### src/rtl/demux_8x32_ctrl_pkg.sv
// Shared types and constants for the 8-to-32 byte-to-word demux controller.
// Byte slices are ordered MSB-first: byte 0 lands in [31:24].
package demux_ctrl_pkg;

  typedef enum logic [1:0] {
    IDLE = 2'd0,
    FILL = 2'd1,
    HOLD = 2'd2
  } state_t;

  localparam int BYTES_PER_WORD = 4;
  localparam int BYTE_W         = 8;
  localparam int WORD_W         = BYTES_PER_WORD * BYTE_W;

  localparam int BYTE0_LSB = 24;
  localparam int BYTE1_LSB = 16;
  localparam int BYTE2_LSB = 8;
  localparam int BYTE3_LSB = 0;

  function automatic int byte_lsb(input logic [1:0] idx);
    case (idx)
      2'd0:    return BYTE0_LSB;
      2'd1:    return BYTE1_LSB;
      2'd2:    return BYTE2_LSB;
      default: return BYTE3_LSB;
    endcase
  endfunction

endpackage

### src/rtl/demux_8x32_ctrl_if.sv
// Byte-in / word-lane-out bus of the demux controller.
// master = upstream byte source plus lane status, slave = the controller.
interface demux_8x32_ctrl_if #(
  parameter int NUM_LANES = 4,
  parameter int CNT_W     = 16
);
  import demux_ctrl_pkg::*;

  logic                 valid_in;
  logic [BYTE_W-1:0]    data_in;
  logic [NUM_LANES-1:0] lane_full;
  logic                 ready_out;
  logic [WORD_W-1:0]    data_out;
  logic [NUM_LANES-1:0] lane_wr;
  logic [1:0]           byte_idx;
  logic                 frag_err;
  logic                 ovf_err;
  logic [CNT_W-1:0]     word_count;

  modport master (
    output valid_in, data_in, lane_full,
    input  ready_out, data_out, lane_wr, byte_idx, frag_err, ovf_err, word_count
  );

  modport slave (
    input  valid_in, data_in, lane_full,
    output ready_out, data_out, lane_wr, byte_idx, frag_err, ovf_err, word_count
  );

endinterface

### src/rtl/demux_8x32_ctrl_picker.sv
// Combinational round-robin picker: first available lane at or above the
// pointer, wrapping modulo NUM_LANES.
module rr_lane_picker #(
  parameter int NUM_LANES = 4,
  parameter int PTR_W     = $clog2(NUM_LANES)
) (
  input  logic [PTR_W-1:0]     i_ptr,
  input  logic [NUM_LANES-1:0] i_avail,
  output logic                 o_found,
  output logic [PTR_W-1:0]     o_idx
);

  logic [PTR_W:0] w_pos;

  // Walk from the farthest offset down so the nearest free lane wins.
  always_comb begin
    o_found = 1'b0;
    o_idx   = '0;
    w_pos   = '0;
    for (int k = NUM_LANES - 1; k >= 0; k--) begin
      w_pos = {1'b0, i_ptr} + (PTR_W + 1)'(k);
      if (w_pos >= (PTR_W + 1)'(NUM_LANES))
        w_pos = w_pos - (PTR_W + 1)'(NUM_LANES);
      if (i_avail[w_pos[PTR_W-1:0]]) begin
        o_found = 1'b1;
        o_idx   = w_pos[PTR_W-1:0];
      end
    end
  end

endmodule

### src/rtl/demux_8x32_ctrl.sv
// Byte-to-word assembly and round-robin lane dispatch for the clk_4f domain.
// Holds a completed word (and back-pressures) while every lane is full.
module demux_8x32_ctrl
  import demux_ctrl_pkg::*;
#(
  parameter int NUM_LANES = 4,
  parameter int CNT_W     = 16
) (
  input  logic              clk_4f,
  input  logic              reset_L,
  demux_8x32_ctrl_if.slave  bus
);

  localparam int PTR_W = $clog2(NUM_LANES);

  state_t               r_state,    w_state_nxt;
  logic [1:0]           r_byte_idx, w_idx_nxt;
  logic [WORD_W-1:0]    r_word,     w_word_nxt;
  logic [WORD_W-1:0]    r_data_out, w_dout_nxt;
  logic [NUM_LANES-1:0] r_lane_wr,  w_wr_nxt;
  logic                 r_frag,     w_frag_nxt;
  logic                 r_ovf,      w_ovf_nxt;
  logic [CNT_W-1:0]     r_count,    w_cnt_nxt;
  logic [PTR_W-1:0]     r_ptr,      w_ptr_nxt;

  logic                 w_found;
  logic [PTR_W-1:0]     w_sel;
  logic [NUM_LANES-1:0] w_avail;
  logic                 w_dispatch;
  logic [WORD_W-1:0]    w_disp_word;
  logic [WORD_W-1:0]    w_full_word;

  assign w_avail     = ~bus.lane_full;
  assign w_full_word = {r_word[WORD_W-1:BYTE_W], bus.data_in};

  rr_lane_picker #(.NUM_LANES(NUM_LANES), .PTR_W(PTR_W)) u_picker (
    .i_ptr   (r_ptr),
    .i_avail (w_avail),
    .o_found (w_found),
    .o_idx   (w_sel)
  );

  always_comb begin
    w_state_nxt = r_state;
    w_idx_nxt   = r_byte_idx;
    w_word_nxt  = r_word;
    w_dout_nxt  = r_data_out;
    w_wr_nxt    = '0;
    w_frag_nxt  = 1'b0;
    w_ovf_nxt   = 1'b0;
    w_cnt_nxt   = r_count;
    w_ptr_nxt   = r_ptr;
    w_dispatch  = 1'b0;
    w_disp_word = r_word;

    unique case (r_state)
      IDLE, FILL: begin
        if (bus.valid_in) begin
          if (r_byte_idx == 2'd3) begin
            w_idx_nxt = 2'd0;
            if (w_found) begin
              w_dispatch  = 1'b1;
              w_disp_word = w_full_word;
            end else begin
              w_word_nxt  = w_full_word;
              w_state_nxt = HOLD;
            end
          end else begin
            w_word_nxt[byte_lsb(r_byte_idx) +: BYTE_W] = bus.data_in;
            w_idx_nxt   = r_byte_idx + 2'd1;
            w_state_nxt = FILL;
          end
        end else if (r_state == FILL) begin
          w_frag_nxt  = 1'b1;
          w_idx_nxt   = 2'd0;
          w_state_nxt = IDLE;
        end
      end
      HOLD: begin
        // A byte arriving here is dropped even if the held word leaves now.
        w_ovf_nxt = bus.valid_in;
        if (w_found) begin
          w_dispatch  = 1'b1;
          w_disp_word = r_word;
        end
      end
      default: w_state_nxt = IDLE;
    endcase

    if (w_dispatch) begin
      w_dout_nxt        = w_disp_word;
      w_wr_nxt[w_sel]   = 1'b1;
      w_cnt_nxt         = r_count + CNT_W'(1);
      w_ptr_nxt         = (w_sel == PTR_W'(NUM_LANES - 1)) ? '0 : w_sel + PTR_W'(1);
      w_state_nxt       = IDLE;
    end
  end

  always_ff @(posedge clk_4f or negedge reset_L) begin
    if (!reset_L) begin
      r_state    <= IDLE;
      r_byte_idx <= 2'd0;
      r_word     <= '0;
      r_data_out <= '0;
      r_lane_wr  <= '0;
      r_frag     <= 1'b0;
      r_ovf      <= 1'b0;
      r_count    <= '0;
      r_ptr      <= '0;
    end else begin
      r_state    <= w_state_nxt;
      r_byte_idx <= w_idx_nxt;
      r_word     <= w_word_nxt;
      r_data_out <= w_dout_nxt;
      r_lane_wr  <= w_wr_nxt;
      r_frag     <= w_frag_nxt;
      r_ovf      <= w_ovf_nxt;
      r_count    <= w_cnt_nxt;
      r_ptr      <= w_ptr_nxt;
    end
  end

  assign bus.ready_out  = (r_state != HOLD);
  assign bus.data_out   = r_data_out;
  assign bus.lane_wr    = r_lane_wr;
  assign bus.byte_idx   = r_byte_idx;
  assign bus.frag_err   = r_frag;
  assign bus.ovf_err    = r_ovf;
  assign bus.word_count = r_count;

endmodule

### src/flat_wrapper.sv
// flat-port wrapper written by rule: the top's interface ports become plain ports
module demux_8x32_ctrl_flat import demux_ctrl_pkg::*;
#(
  parameter int NUM_LANES = 4,
  parameter int CNT_W     = 16
)
  (clk_4f, reset_L, bus_valid_in, bus_data_in, bus_lane_full, bus_ready_out, bus_data_out, bus_lane_wr, bus_byte_idx, bus_frag_err, bus_ovf_err, bus_word_count);
  demux_8x32_ctrl_if #(.NUM_LANES(NUM_LANES), .CNT_W(CNT_W)) bus_i ();
  input  logic clk_4f;
  input  logic reset_L;
  input wire logic [$bits(bus_i.valid_in)-1:0] bus_valid_in;
  input wire logic [$bits(bus_i.data_in)-1:0] bus_data_in;
  input wire logic [$bits(bus_i.lane_full)-1:0] bus_lane_full;
  output wire logic [$bits(bus_i.ready_out)-1:0] bus_ready_out;
  output wire logic [$bits(bus_i.data_out)-1:0] bus_data_out;
  output wire logic [$bits(bus_i.lane_wr)-1:0] bus_lane_wr;
  output wire logic [$bits(bus_i.byte_idx)-1:0] bus_byte_idx;
  output wire logic [$bits(bus_i.frag_err)-1:0] bus_frag_err;
  output wire logic [$bits(bus_i.ovf_err)-1:0] bus_ovf_err;
  output wire logic [$bits(bus_i.word_count)-1:0] bus_word_count;
  assign bus_i.valid_in = bus_valid_in;
  assign bus_i.data_in = bus_data_in;
  assign bus_i.lane_full = bus_lane_full;
  assign bus_ready_out = bus_i.ready_out;
  assign bus_data_out = bus_i.data_out;
  assign bus_lane_wr = bus_i.lane_wr;
  assign bus_byte_idx = bus_i.byte_idx;
  assign bus_frag_err = bus_i.frag_err;
  assign bus_ovf_err = bus_i.ovf_err;
  assign bus_word_count = bus_i.word_count;
  demux_8x32_ctrl #(.NUM_LANES(NUM_LANES), .CNT_W(CNT_W)) u_core (.clk_4f(clk_4f), .reset_L(reset_L), .bus(bus_i));
endmodule
### config.mk
export PLATFORM = sky130hd
export DESIGN_NAME = demux_8x32_ctrl_flat
export DESIGN_NICKNAME = d
export VERILOG_FILES = /design/src/rtl/demux_8x32_ctrl_pkg.sv /design/src/rtl/demux_8x32_ctrl_if.sv /design/src/rtl/demux_8x32_ctrl_picker.sv /design/src/rtl/demux_8x32_ctrl.sv /design/src/flat_wrapper.sv
export SDC_FILE = /design/constraint.sdc
export NUM_CORES = 1
export LEC_CHECK = 0
export CAP_MARGIN = 20
export CORE_MARGIN = 2
export CORE_UTILIZATION = 44
export DETAILED_ROUTE_END_ITERATION = 10
export DONT_BUFFER_PORTS = 1
export SYNTH_ARGS = -nofsm -noshare
export SYNTH_HDL_FRONTEND = slang
export SYNTH_SLANG_ARGS = --single-unit
### constraint.sdc
create_clock -name clk_4f -period 4.1 [get_ports clk_4f]
set_clock_uncertainty 0.15 [all_clocks]
set_input_delay 0.205 -clock clk_4f [delete_from_list [all_inputs] [get_ports clk_4f]]
set_output_delay 0.205 -clock clk_4f [all_outputs]
set_load 0.02 [all_outputs]
[Word level (Yosys, flattened, before mapping)]
Index checks and enable logic that the tools add are counted.
Word-level totals
  flip-flop bits (word level): 92
  input port bits: 15
  output and inout port bits: 57
  logic and storage cells: 106
Cells by class
  $add $sub $neg: 11
  order comparisons: 10
  eq/ne operators: 11
  shift operators: 2
  multiplexer cells: 51
  bitwise gates (word level): 2
  reductions and logical operators: 9
Operator list (number)
  32-bit two-way mux: 4
  8-bit two-way mux: 5
  32-bit negation with 33-bit output: 1
  8-bit by 33-bit variable shift with 32-bit output, first input constant: 1
  8-bit by 33-bit variable part select with 32-bit output: 1
  32-bit bitwise mux: 1
  2-bit two-way mux: 16
  16-bit by 1-bit adder with 16-bit output, second input constant: 1
  1-bit two-way mux: 16
  2-bit by 3-bit less-than comparator with 1-bit output, second input constant: 5
  5-bit case mux with 3 select lines: 1
  3-bit greater-or-equal comparator, second input constant: 3
  3-bit AND reduction: 3
  1-bit binary-select mux with 2-bit select: 4
  2-bit equality test, second input constant: 4
  2-bit by 1-bit subtractor with 2-bit output, second input constant: 4
  2-bit by 2-bit adder with 3-bit output, second input constant: 2
  5-bit by 4-bit != test with 1-bit output, second input constant: 1
  2-bit by 1-bit adder with 2-bit output, second input constant: 2
  2-bit by 1-bit equality test with 1-bit output, second input constant: 2
  2-bit logical NOT: 2
  4-bit two-way mux: 1
  2-bit != test, second input constant: 2
  4-bit by 2-bit != test with 1-bit output, second input constant: 1
  other kinds (13): 13

[Depth between registers and ports, before layout]
Gate-level depths: netlist (run 1).
  depth in word-level cells: 15
  gate-level depth with buffers: 7
  mapped depth without buffers: 6

[Modules after synthesis]
Synthesis (run 1) repeated with hierarchy kept, for this count alone.
Unflattened totals
  cell total of the unflattened synthesis: 375
  area total of the unflattened synthesis: 3871.2 µm²
By module, submodules not included
  demux_8x32_ctrl: times used 1, cells each 362, area an instance 3793.6 µm²
  rr_lane_picker: times used 1, cells each 13, area an instance 77.6 µm²

[Worst setup path after synthesis (run 1)]
OpenSTA, ideal clock, no wires.
  path kind: flip-flop to flip-flop
  start point: register u_core.r_byte_idx[0], in the netlist u_core.bus.byte_idx[0]
  end point: register u_core.r_count[7], in the netlist u_core.bus.word_count[7]
  library setup time: 0.129 ns
  arrival time: 1.788 ns
  data required time: 3.821 ns
  slack: 2.033 ns
  cell stages (with the launch flop): 7
  buffers on the path: 1
  period minus slack after synthesis: 2.067 ns
  cell sequence: dfrtp_1 -> ha_1 -> nand3b_1 -> buf_4 -> a211oi_4 -> nand4_1 -> xnor2_1
On the way
  word-level cells in the longest chain between the ends: 4
RTL lines
  start: declaration: line demux_8x32_ctrl.sv:17  | logic [1:0] r_byte_idx, w_idx_nxt;
  start signal: assignment: line demux_8x32_ctrl.sv:112  | r_byte_idx <= w_idx_nxt;
  2-bit equality test: line demux_8x32_ctrl.sv:59  | if (r_byte_idx == 2'd3) begin
  1-bit two-way mux: line demux_8x32_ctrl.sv:59
  1-bit two-way mux: line demux_8x32_ctrl.sv:58  | if (bus.valid_in) begin
  1-bit case mux with 2 select lines: line demux_8x32_ctrl.sv:56  | unique case (r_state)
  end signal: assignment: line demux_8x32_ctrl.sv:118  | r_count <= w_cnt_nxt;
  end: declaration: line demux_8x32_ctrl.sv:23  | logic [CNT_W-1:0] r_count, w_cnt_nxt;
Every way passes these cells.
A chain may end at the register's enable or synchronous reset.

[Final worst setup path (run 1)]
  start point: register u_core.r_byte_idx[0], in the netlist u_core.bus.byte_idx[0]
  end point: register u_core.r_data_out[5], in the netlist u_core.bus.data_out[5]
On the way
  word-level cells in the longest chain between the ends: 4
  elaborated cells on any way between the ends: 7
  those cells by class: eq/ne: 1; mux: 6
RTL lines
  2-bit equality test *: line demux_8x32_ctrl.sv:59
  1-bit two-way mux or 8-bit two-way mux (tied branches): line demux_8x32_ctrl.sv:59
  1-bit two-way mux or 8-bit two-way mux (tied branches): line demux_8x32_ctrl.sv:58
  1-bit case mux with 2 select lines or 8-bit two-way mux (tied branches)
  end signal: assignment: line demux_8x32_ctrl.sv:114  | r_data_out <= w_dout_nxt;
  end: declaration: line demux_8x32_ctrl.sv:19  | logic [WORD_W-1:0] r_data_out, w_dout_nxt;
Mark *: on every way between the ends. The rest lies on a longest branch, timed or not.

==> results_tabular.tex, run 1 <==
\begin{tabular}{lr}
\hline
Metric & Value \\
\hline
\multicolumn{2}{l}{\textbf{Status}} \\
Run status & finished clean \\
\multicolumn{2}{l}{\textbf{Clock tree}} \\
Max clock buf depth & 2 \\
Number of buffers added by the clock tree synthesis step & 9 \\
TritonCTS clock tree & built \\
Total clock sinks & 92 \\
Post-CTS clock slew at the launch and capture registers of the worst setup and hold paths & 0.09 ns \\
Clock root cell & sky130\_fd\_sc\_hd\_\_clkbuf\_8 \\
Resized cells post-CTS & 0 \\
H-tree depth & 3 \\
Clock latency at the later pin of the worst-skew pair & 0.36 ns \\
\multicolumn{2}{l}{\textbf{Worst setup path}} \\
Worst reg2reg path endpoint & u\_core.bus.data\_out[5] \\
Critical path depth in cells & 6 \\
Data arrival time of the critical path & 3.16 ns \\
Crit path buf inv count & 1 \\
Max Fanout on Critical Path & 29 \\
Worst Path Required & 4.23 ns \\
Type of element capturing the critical path & flip-flop \\
Number of cells traversed by the worst register-to-register path & 6 \\
End point of the critical path & u\_core.bus.data\_out[5] \\
Worst setup path startpoint & u\_core.bus.byte\_idx[0] \\
Slowest CP cell & sky130\_fd\_sc\_hd\_\_a21oi\_4 \\
Worst reg2reg path startpoint & u\_core.bus.byte\_idx[0] \\
Critical path cell sequence & ha\_1, nand3b\_1, a21oi\_4, buf\_4, nor2\_1, a31oi\_1 \\
Worst R2R Setup Slack & 1.08 ns \\
Kind of critical path & reg -> reg \\
Startpoint type of the worst setup path & flip-flop \\
Category of cells accounting for the largest share of critical-path delay & compound AO/OA/AOI/OAI gates \\
Maximum single-stage delay on the critical path & 0.75 ns \\
\multicolumn{2}{l}{\textbf{Floorplan}} \\
Die span in y & 98.62 microns \\
Standard-cell rows & 34 \\
Core Footprint & 8721 sq um \\
Boundary Pins & 72 \\
Die area & 9725 sq um \\
X dimension of the die & 98.62 microns \\
Initial core utilization & 45.16\% \\
\multicolumn{2}{l}{\textbf{Finish}} \\
Count of inserted antenna diode cells & 0 \\
Net count reported at finish & 434 \\
Final Instance Count excl. Fillers & 521 \\
Count of filler cells inserted in the layout & 784 \\
Post-route cell area & 4413 sq um \\
Fraction of layout cells with a size suffix above 1 & 7.022\% \\
Synth-to-layout area growth & 12.04\% \\
Post-Route Utilization & 50.60\% \\
\multicolumn{2}{l}{\textbf{Timing}} \\
Final number of setup-violating endpoints & 0 \\
Min Hold Slack & 0.02202 ns \\
Final Worst Setup Slack & 1.079 ns \\
Slew Limit Fails & 0 \\
Unrepaired setup endpoints after global routing & no \\
Transition time at the pin with the least slew margin & 1.074 ns \\
Max transition margin & 28.31\% \\
Final critical-path share of the clock period & 73.69\% \\
Aggregate negative setup slack & 0 ns \\
Hold Violations, Final & 0 \\
Fmax achieved & 331.0 MHz \\
Clock period minus final worst setup slack & 3.021 ns \\
\multicolumn{2}{l}{\textbf{Yosys}} \\
Netlist cell types & 44 \\
Fraction of synthesis flops using an asynchronous set or reset pin & 100.0\% \\
Compound-Gate Fraction of Synth Area & 9.371\% \\
Count of mapped cells out of synthesis & 398 \\
Largest family of logic cells by synthesized area & simple AND/OR/NAND/NOR gates \\
Number of enable-type register cells in the synthesized netlist & 0 \\
Share of the synthesized netlist area taken by xor and xnor gates & 3.335\% \\
Fraction of the mapped netlist area in adder cells & 3.177\% \\
Dominant synthesized flop cell & sky130\_fd\_sc\_hd\_\_dfrtp\_1 \\
Post-synthesis area per instance & 9.896 sq um \\
Area share of and/or/nand/nor cells after synthesis & 22.84\% \\
Number of synthesized register bits & 92 \\
Syn Std Cell Area & 3939 sq um \\
Sequential fraction of the synthesis area & 58.45\% \\
Share of synthesized area spent on multiplexers & 0.2859\% \\
Yosys warning total & 0 \\
Syn\_nets & 423 \\
\multicolumn{2}{l}{\textbf{Placement}} \\
Count of port buffers added during placement & 0 \\
Instance area at placement & 4023 sq um \\
Final HPWL from detailed placement & 5663 microns \\
Placed cells & 494 \\
Pre-CTS worst setup slack & 1.101 ns \\
Routability cong. & 0.8018 \\
\multicolumn{2}{l}{\textbf{Global route}} \\
Antenna violations before repair & 0 \\
Tot GR Track Use & 18.52\% \\
Global-route wire length before repair & 14170 microns \\
Number of global-route vias before repair & 2661 \\
Global route overflow & 0 \\
Maximum number of pins on one net before global-route repair & 93 \\
\multicolumn{2}{l}{\textbf{Power and ir drop}} \\
Static leakage power & 2.104 nW \\
Switching fraction of total power & 37.00\% \\
Net switching power of the design & 1.126 mW \\
Largest voltage drop on the vdd net & 0.0003642 V \\
Combinational share of power & 21.0\% \\
Sequential group share of total power & 53.6\% \\
Total power draw & 3.044 mW \\
Internal cell power & 1.918 mW \\
Pwr per Cell Area & 689.8 nW/um\^{}2 \\
Clock network power share & 25.4\% \\
\multicolumn{2}{l}{\textbf{Route}} \\
ANT nets after route & 0 \\
Via density per instance & 5.290 \\
Total number of vias & 2756 \\
Post-Route WL & 8582 microns \\
Total iterations of the first detailed-routing run & 4 \\
Starting DRT DRC Count & 155 \\
Mean routed wirelength per cell & 16.47 microns \\
Residual DRC & 0 \\
\multicolumn{2}{l}{\textbf{Worst hold path}} \\
Worst min path class & in -> reg \\
\multicolumn{2}{l}{\textbf{Flow run}} \\
Max\_cap viols & 0 \\
\hline
\end{tabular}
==> worst reg2reg max path: stages, from the launching register on <==
cell and delay, ns:
sky130_fd_sc_hd__dfrtp_1 0.60, sky130_fd_sc_hd__ha_1 0.40, sky130_fd_sc_hd__nand3b_1 0.47, sky130_fd_sc_hd__a21oi_4 0.75, sky130_fd_sc_hd__buf_4 0.37, sky130_fd_sc_hd__nor2_1 0.06
sky130_fd_sc_hd__a31oi_1 0.15
==> placed cells by master, fill, tap and decap left out, types with 2 or more instances in the layout <==
master	Yosys	final
sky130_fd_sc_hd__and2_1	5	5
sky130_fd_sc_hd__nand4_1	6	6
sky130_fd_sc_hd__nor3_1	2	2
sky130_fd_sc_hd__dfrtp_1	92	92
sky130_fd_sc_hd__clkbuf_8	0	9
sky130_fd_sc_hd__dlygate4sd3_1	0	11
sky130_fd_sc_hd__a21oi_1	3	3
sky130_fd_sc_hd__o21ai_0	26	26
sky130_fd_sc_hd__a31oi_1	8	8
sky130_fd_sc_hd__nand3b_1	2	2
sky130_fd_sc_hd__nand2_1	148	148
sky130_fd_sc_hd__xor2_1	5	5
sky130_fd_sc_hd__ha_1	10	10
sky130_fd_sc_hd__nor2_1	17	17
sky130_fd_sc_hd__xnor2_1	10	10
sky130_fd_sc_hd__inv_1	8	8
sky130_fd_sc_hd__and3_1	3	3
sky130_fd_sc_hd__bufinv_16	0	4
sky130_fd_sc_hd__a22o_1	8	8
sky130_fd_sc_hd__nand3_1	9	9
==> sequential cells by signal (all words and copies together) (netlist names) <==
| register | count |
|---|---|
| u_core.bus.byte_idx | 2 |
| u_core.bus.data_out | 32 |
| u_core.bus.frag_err | 1 |
| u_core.bus.lane_wr | 4 |
| u_core.bus.ovf_err | 1 |
| u_core.bus.word_count | 16 |
| u_core.r_ptr | 2 |
| u_core.r_state | 2 |
| u_core.r_word | 32 |
==> area by class of cell <==
type | count | area [sq um] | area share [%]
Timing Repair Buffer | 13 | 145.1 | 3.289
Inverter | 9 | 33.78 | 0.7655
Clock inverter | 5 | 125.1 | 2.835
Tap cell | 108 | 135.1 | 3.062
Sequential cell | 92 | 2302 | 52.17
Multi-Input combinational cell | 284 | 1544 | 34.99
Clock buffer | 10 | 127.6 | 2.892
==> cell usage after synthesis (5+ instances only) <==
cell                      instances  area, sq um
sky130_fd_sc_hd__nand2_1        148        555.5
sky130_fd_sc_hd__dfrtp_1         92         2302
sky130_fd_sc_hd__o21ai_0         26        130.1
sky130_fd_sc_hd__nor2_1          17        63.81
sky130_fd_sc_hd__ha_1            10        125.1
sky130_fd_sc_hd__xnor2_1         10        87.58
sky130_fd_sc_hd__nand3_1          9        45.04
sky130_fd_sc_hd__a22o_1           8        70.07
sky130_fd_sc_hd__a31oi_1          8        50.05
sky130_fd_sc_hd__inv_1            8        30.03
sky130_fd_sc_hd__nand4_1          6        37.54
sky130_fd_sc_hd__and2_1           5        31.28
sky130_fd_sc_hd__buf_2            5        25.02
sky130_fd_sc_hd__xor2_1           5        43.79
==> cells by family (layout without fill, tap and decap cells) <==
logic type	count (synthesis)	count (layout)
mux	1	1
simple gates	204	204
xor+xnor	15	15
buf+inv	22	37
fa+ha+maj	10	10
compound gates	54	54
flops	92	92
==> how the worst min path moves through the flow <==
stage	from	endpoint	slack (ns)	depth (start not counted)
final	bus_lane_full[2]	u_core.r_ptr[0]	0.02	2
after global routing	bus_lane_full[2]	u_core.r_ptr[0]	0.01	2
after CTS	bus_lane_full[2]	u_core.r_ptr[0]	0.006	2
after detailed placement	reset_L	u_core.bus.lane_wr[0]	-0.24	0
after global placement	reset_L	u_core.bus.lane_wr[3]	-0.24	0
after floorplan	reset_L	u_core.bus.byte_idx[0]	-0.24	0
==> layer usage <==
layer	up-vias	GRT usage (%)	share of wire, %
met2	74	27.89	46
met1	1336	25.64	46
met3	10	5.816	6.8
li1	1336	-	-
met4	0	6.322	1.3
met5	-	0	0
==> power groups by stage <==
stage,clock [mW],sequential (mW),combinational [mW]
after floorplan,0,1.58,0.513
after CTS,0.791,1.64,0.647
after global routing,0.822,1.68,0.752
after detailed placement,0,1.66,0.604
final,0.772,1.63,0.639
after global placement,0,1.65,0.585
==> repair_timing <==
action                    CTS  global route
hold endpoints to repair  137             0
hold buffers               12             0
setup buffers               0             0
(Power assumes the default switching activity.)
==> inputs of run 2 (changes only) <==
clock period = 2.6 ns   (was 4.1 ns; I/O delays follow)
==> run 2 against run 1 <==
  * Flip-flop and latch count did not move
  * Count of clock-buffer cells in the layout rose by 1
  * Cell area rose by 0.60%
  * Register-to-register slack got worse by 0.60 ns
  * Fmax rose by 42%
  * Wire length rose by 1.4%
  * Via count rose by 0.73%
  * Critical path depth fell by 2
  * Critical path type unchanged
  * Critical endpoint is now u_core.r_word[6]
  * Highest routed layer unchanged
==> results_tabular.tex, run 2 (synthesis results as in run 1) <==
\begin{tabular}{lr}
\hline
Metric & Value \\
\hline
\multicolumn{2}{l}{\textbf{Status}} \\
Run status & finished clean \\
\multicolumn{2}{l}{\textbf{Clock tree}} \\
Total clock sinks & 92 (unchanged) \\
H-tree depth & 3 (unchanged) \\
TritonCTS clock tree & built \\
Number of buffers added by the clock tree synthesis step & 9 (unchanged) \\
Post-CTS clock slew at the launch and capture registers of the worst setup and hold paths & 0.09 ns (about the same) \\
Clock root cell & sky130\_fd\_sc\_hd\_\_clkbuf\_8 \\
Max clock buf depth & 2 (unchanged) \\
Number of setup buffers added after CTS & 0 (unchanged) \\
Clock latency at the later pin of the worst-skew pair & 0.35 ns (about the same) \\
Number of buffers inserted by hold repair at cts & 15 (+3) \\
Resized cells post-CTS & 0 (unchanged) \\
\multicolumn{2}{l}{\textbf{Finish}} \\
Count of inserted antenna diode cells & 0 (unchanged) \\
Fraction of layout cells with a size suffix above 1 & 8.531\% (+1.5 points) \\
Commonest non-fill, non-tap cells in the layout & 148 x sky130\_fd\_sc\_hd\_\_nand2\_1, 92 x sky130\_fd\_sc\_hd\_\_dfrtp\_1, 26 x sky130\_fd\_sc\_hd\_\_o21ai\_0, 17 x sky130\_fd\_sc\_hd\_\_nor2\_1, 14 x sky130\_fd\_sc\_hd\_\_dlygate4sd3\_1 \\
Register area & 2302 sq um (unchanged) \\
Final Instance Count excl. Fillers & 530 (+1.7\%) \\
Synth-to-layout area growth & 12.71\% \\
Most common library cell in the layout ignoring fill and taps & sky130\_fd\_sc\_hd\_\_nand2\_1 \\
Footprint of the multi-input gates & 1544 sq um (unchanged) \\
Net count reported at finish & 442 (+1.8\%) \\
Post-Route Utilization & 50.90\% (+0.30 points) \\
Count of filler cells inserted in the layout & 790 (+0.77\%) \\
\multicolumn{2}{l}{\textbf{Floorplan}} \\
Standard-cell rows & 34 (unchanged) \\
Initial core utilization & 45.16\% (unchanged) \\
Die area & 9725 sq um (unchanged) \\
Die span in y & 98.62 microns (unchanged) \\
X dimension of the die & 98.62 microns (unchanged) \\
Core Footprint & 8721 sq um (unchanged) \\
Boundary Pins & 72 (unchanged) \\
\multicolumn{2}{l}{\textbf{Worst setup path}} \\
Kind of critical path & reg -> reg \\
Slowest CP cell & sky130\_fd\_sc\_hd\_\_o2111ai\_1 \\
Worst Path Required & 2.64 ns (-1.59 ns) \\
Data arrival time of the critical path & 2.16 ns (-1.00 ns) \\
Type of element capturing the critical path & flip-flop \\
Maximum single-stage delay on the critical path & 0.83 ns (+0.08 ns) \\
Critical path cell sequence & ha\_1, inv\_1, o2111ai\_1, o21ai\_0 \\
Max Fanout on Critical Path & 16 (-45\%) \\
Startpoint type of the worst setup path & flip-flop \\
\multicolumn{2}{l}{\textbf{Power and ir drop}} \\
Static leakage power & 2.117 nW (+0.62\%) \\
Total power draw & 4.644 mW (+53\%) \\
Clock network power share & 21.6\% (-3.8 points) \\
Combinational share of power & 23.5\% (+2.5 points) \\
Internal cell power & 2.828 mW (+48\%) \\
Largest voltage drop on the vdd net & 0.0006055 V (+66\%) \\
Pwr per Cell Area & 1046 nW/um\^{}2 (+52\%) \\
Sequential group share of total power & 54.9\% (+1.3 points) \\
Net switching power of the design & 1.815 mW (+61\%) \\
Switching fraction of total power & 39.09\% (+2.1 points) \\
\multicolumn{2}{l}{\textbf{Worst hold path}} \\
Worst min path class & in -> reg \\
\multicolumn{2}{l}{\textbf{Placement}} \\
Count of port buffers added during placement & 0 (unchanged) \\
Final HPWL from detailed placement & 5840 microns (+3.1\%) \\
Routability cong. & 0.8242 (+2.8\%) \\
Placed cells & 499 (+1.0\%) \\
\multicolumn{2}{l}{\textbf{Timing}} \\
Fmax achieved & 470.7 MHz (+42\%) \\
Max transition margin & 32.67\% (+4.4 points) \\
Final critical-path share of the clock period & 81.72\% (+8.0 points) \\
Hold Violations, Final & 0 (unchanged) \\
Final number of setup-violating endpoints & 0 (unchanged) \\
Unrepaired setup endpoints after global routing & no \\
Clock period minus final worst setup slack & 2.125 ns (-0.8967 ns) \\
Transition time at the pin with the least slew margin & 1.009 ns (-0.06535 ns) \\
Slew Limit Fails & 0 (unchanged) \\
Aggregate negative setup slack & 0 ns (unchanged) \\
\multicolumn{2}{l}{\textbf{Route}} \\
Post-Route WL & 8700 microns (+1.4\%) \\
Residual DRC & 0 (unchanged) \\
Mean routed wirelength per cell & 16.42 microns (-0.35\%) \\
Total iterations of the first detailed-routing run & 4 (unchanged) \\
Total number of vias & 2776 (+0.73\%) \\
Via density per instance & 5.238 (-0.98\%) \\
Starting DRT DRC Count & 175 (+13\%) \\
ANT nets after route & 0 (unchanged) \\
\multicolumn{2}{l}{\textbf{Global route}} \\
Global-route wire length before repair & 14260 microns (+0.64\%) \\
Maximum number of pins on one net before global-route repair & 93 (unchanged) \\
Number of global-route vias before repair & 2672 (+0.41\%) \\
Tot GR Track Use & 18.58\% (+0.056 points) \\
Global route overflow & 0 (unchanged) \\
Antenna violations before repair & 0 (unchanged) \\
\multicolumn{2}{l}{\textbf{Flow run}} \\
Max\_cap viols & 0 (unchanged) \\
\hline
\end{tabular}
[run 2: cell type report]
| class | count | share of cell area (%) |
|---|---|---|
| well taps | 108 | 3.044 |
| repair buffers | 21 | 4.791 |
| clock inverters | 5 | 1.353 |
| flip-flops and latches | 92 | 51.86 |
| inverters | 9 | 0.7610 |
| clock buffers | 11 | 3.410 |
| multi-input cells | 284 | 34.78 |
[run 2: worst max-delay path, delay by kind of cell (launching register included)]
kind                       cells  cell delay [ns]
DFF                            1             0.36
AOI/OAI and AO/OA              2             1.08
buffers and inverters          1             0.08
adders and majority gates      1             0.30
[run 2: worst paths after layout]
path	from	end	slack, ns	depth (start not counted)
worst max register to register	u_core.bus.byte_idx[1]	u_core.r_word[6]	0.48	4
min in group asynchronous	reset_L	u_core.bus.lane_wr[0]	0.15	2
worst min-delay path	bus_lane_full[2]	u_core.bus.lane_wr[3]	0.04	3
worst min register to register	u_core.r_word[14]	u_core.bus.data_out[14]	0.32	2
max in group asynchronous	reset_L	u_core.bus.byte_idx[0]	1.74	2
worst max-delay path	u_core.bus.byte_idx[1]	u_core.r_word[6]	0.48	4
[run 2: metal layers]
metal | part of all wire (%) | GRT usage (%) | vias up
met5 | 0 | 0 | -
met1 | 47 | 25.70 | 1349
met3 | 5.6 | 4.539 | 12
met2 | 46 | 29.09 | 64
li1 | - | - | 1351
met4 | 1.5 | 6.006 | 0
[run 2: power groups by stage]
stage | combinational [mW] | clock (mW) | sequential, mW
after detailed placement | 1.03 | 0 | 2.58
after global placement | 0.997 | 0 | 2.58
after floorplan | 0.810 | 0 | 2.49
final | 1.09 | 1.00 | 2.55
after CTS | 1.11 | 1.03 | 2.55
after global routing | 1.27 | 1.09 | 2.61
[run 2: per-stage QoR]
step | instance area [sq um] | worst slack [ns] | hold WS, ns
2_1_floorplan | 3939 | 0.5328 | -0.3156
3_3_place_gp | 4060 | 0.5568 | -0.3133
3_5_place_dp | 4060 | 0.4450 | -0.3131
4_1_cts | 4439 | 0.4431 | 0.03293
5_1_grt | 4439 | 0.2244 | 0.06393
6_report | 4439 | 0.4753 | 0.04432
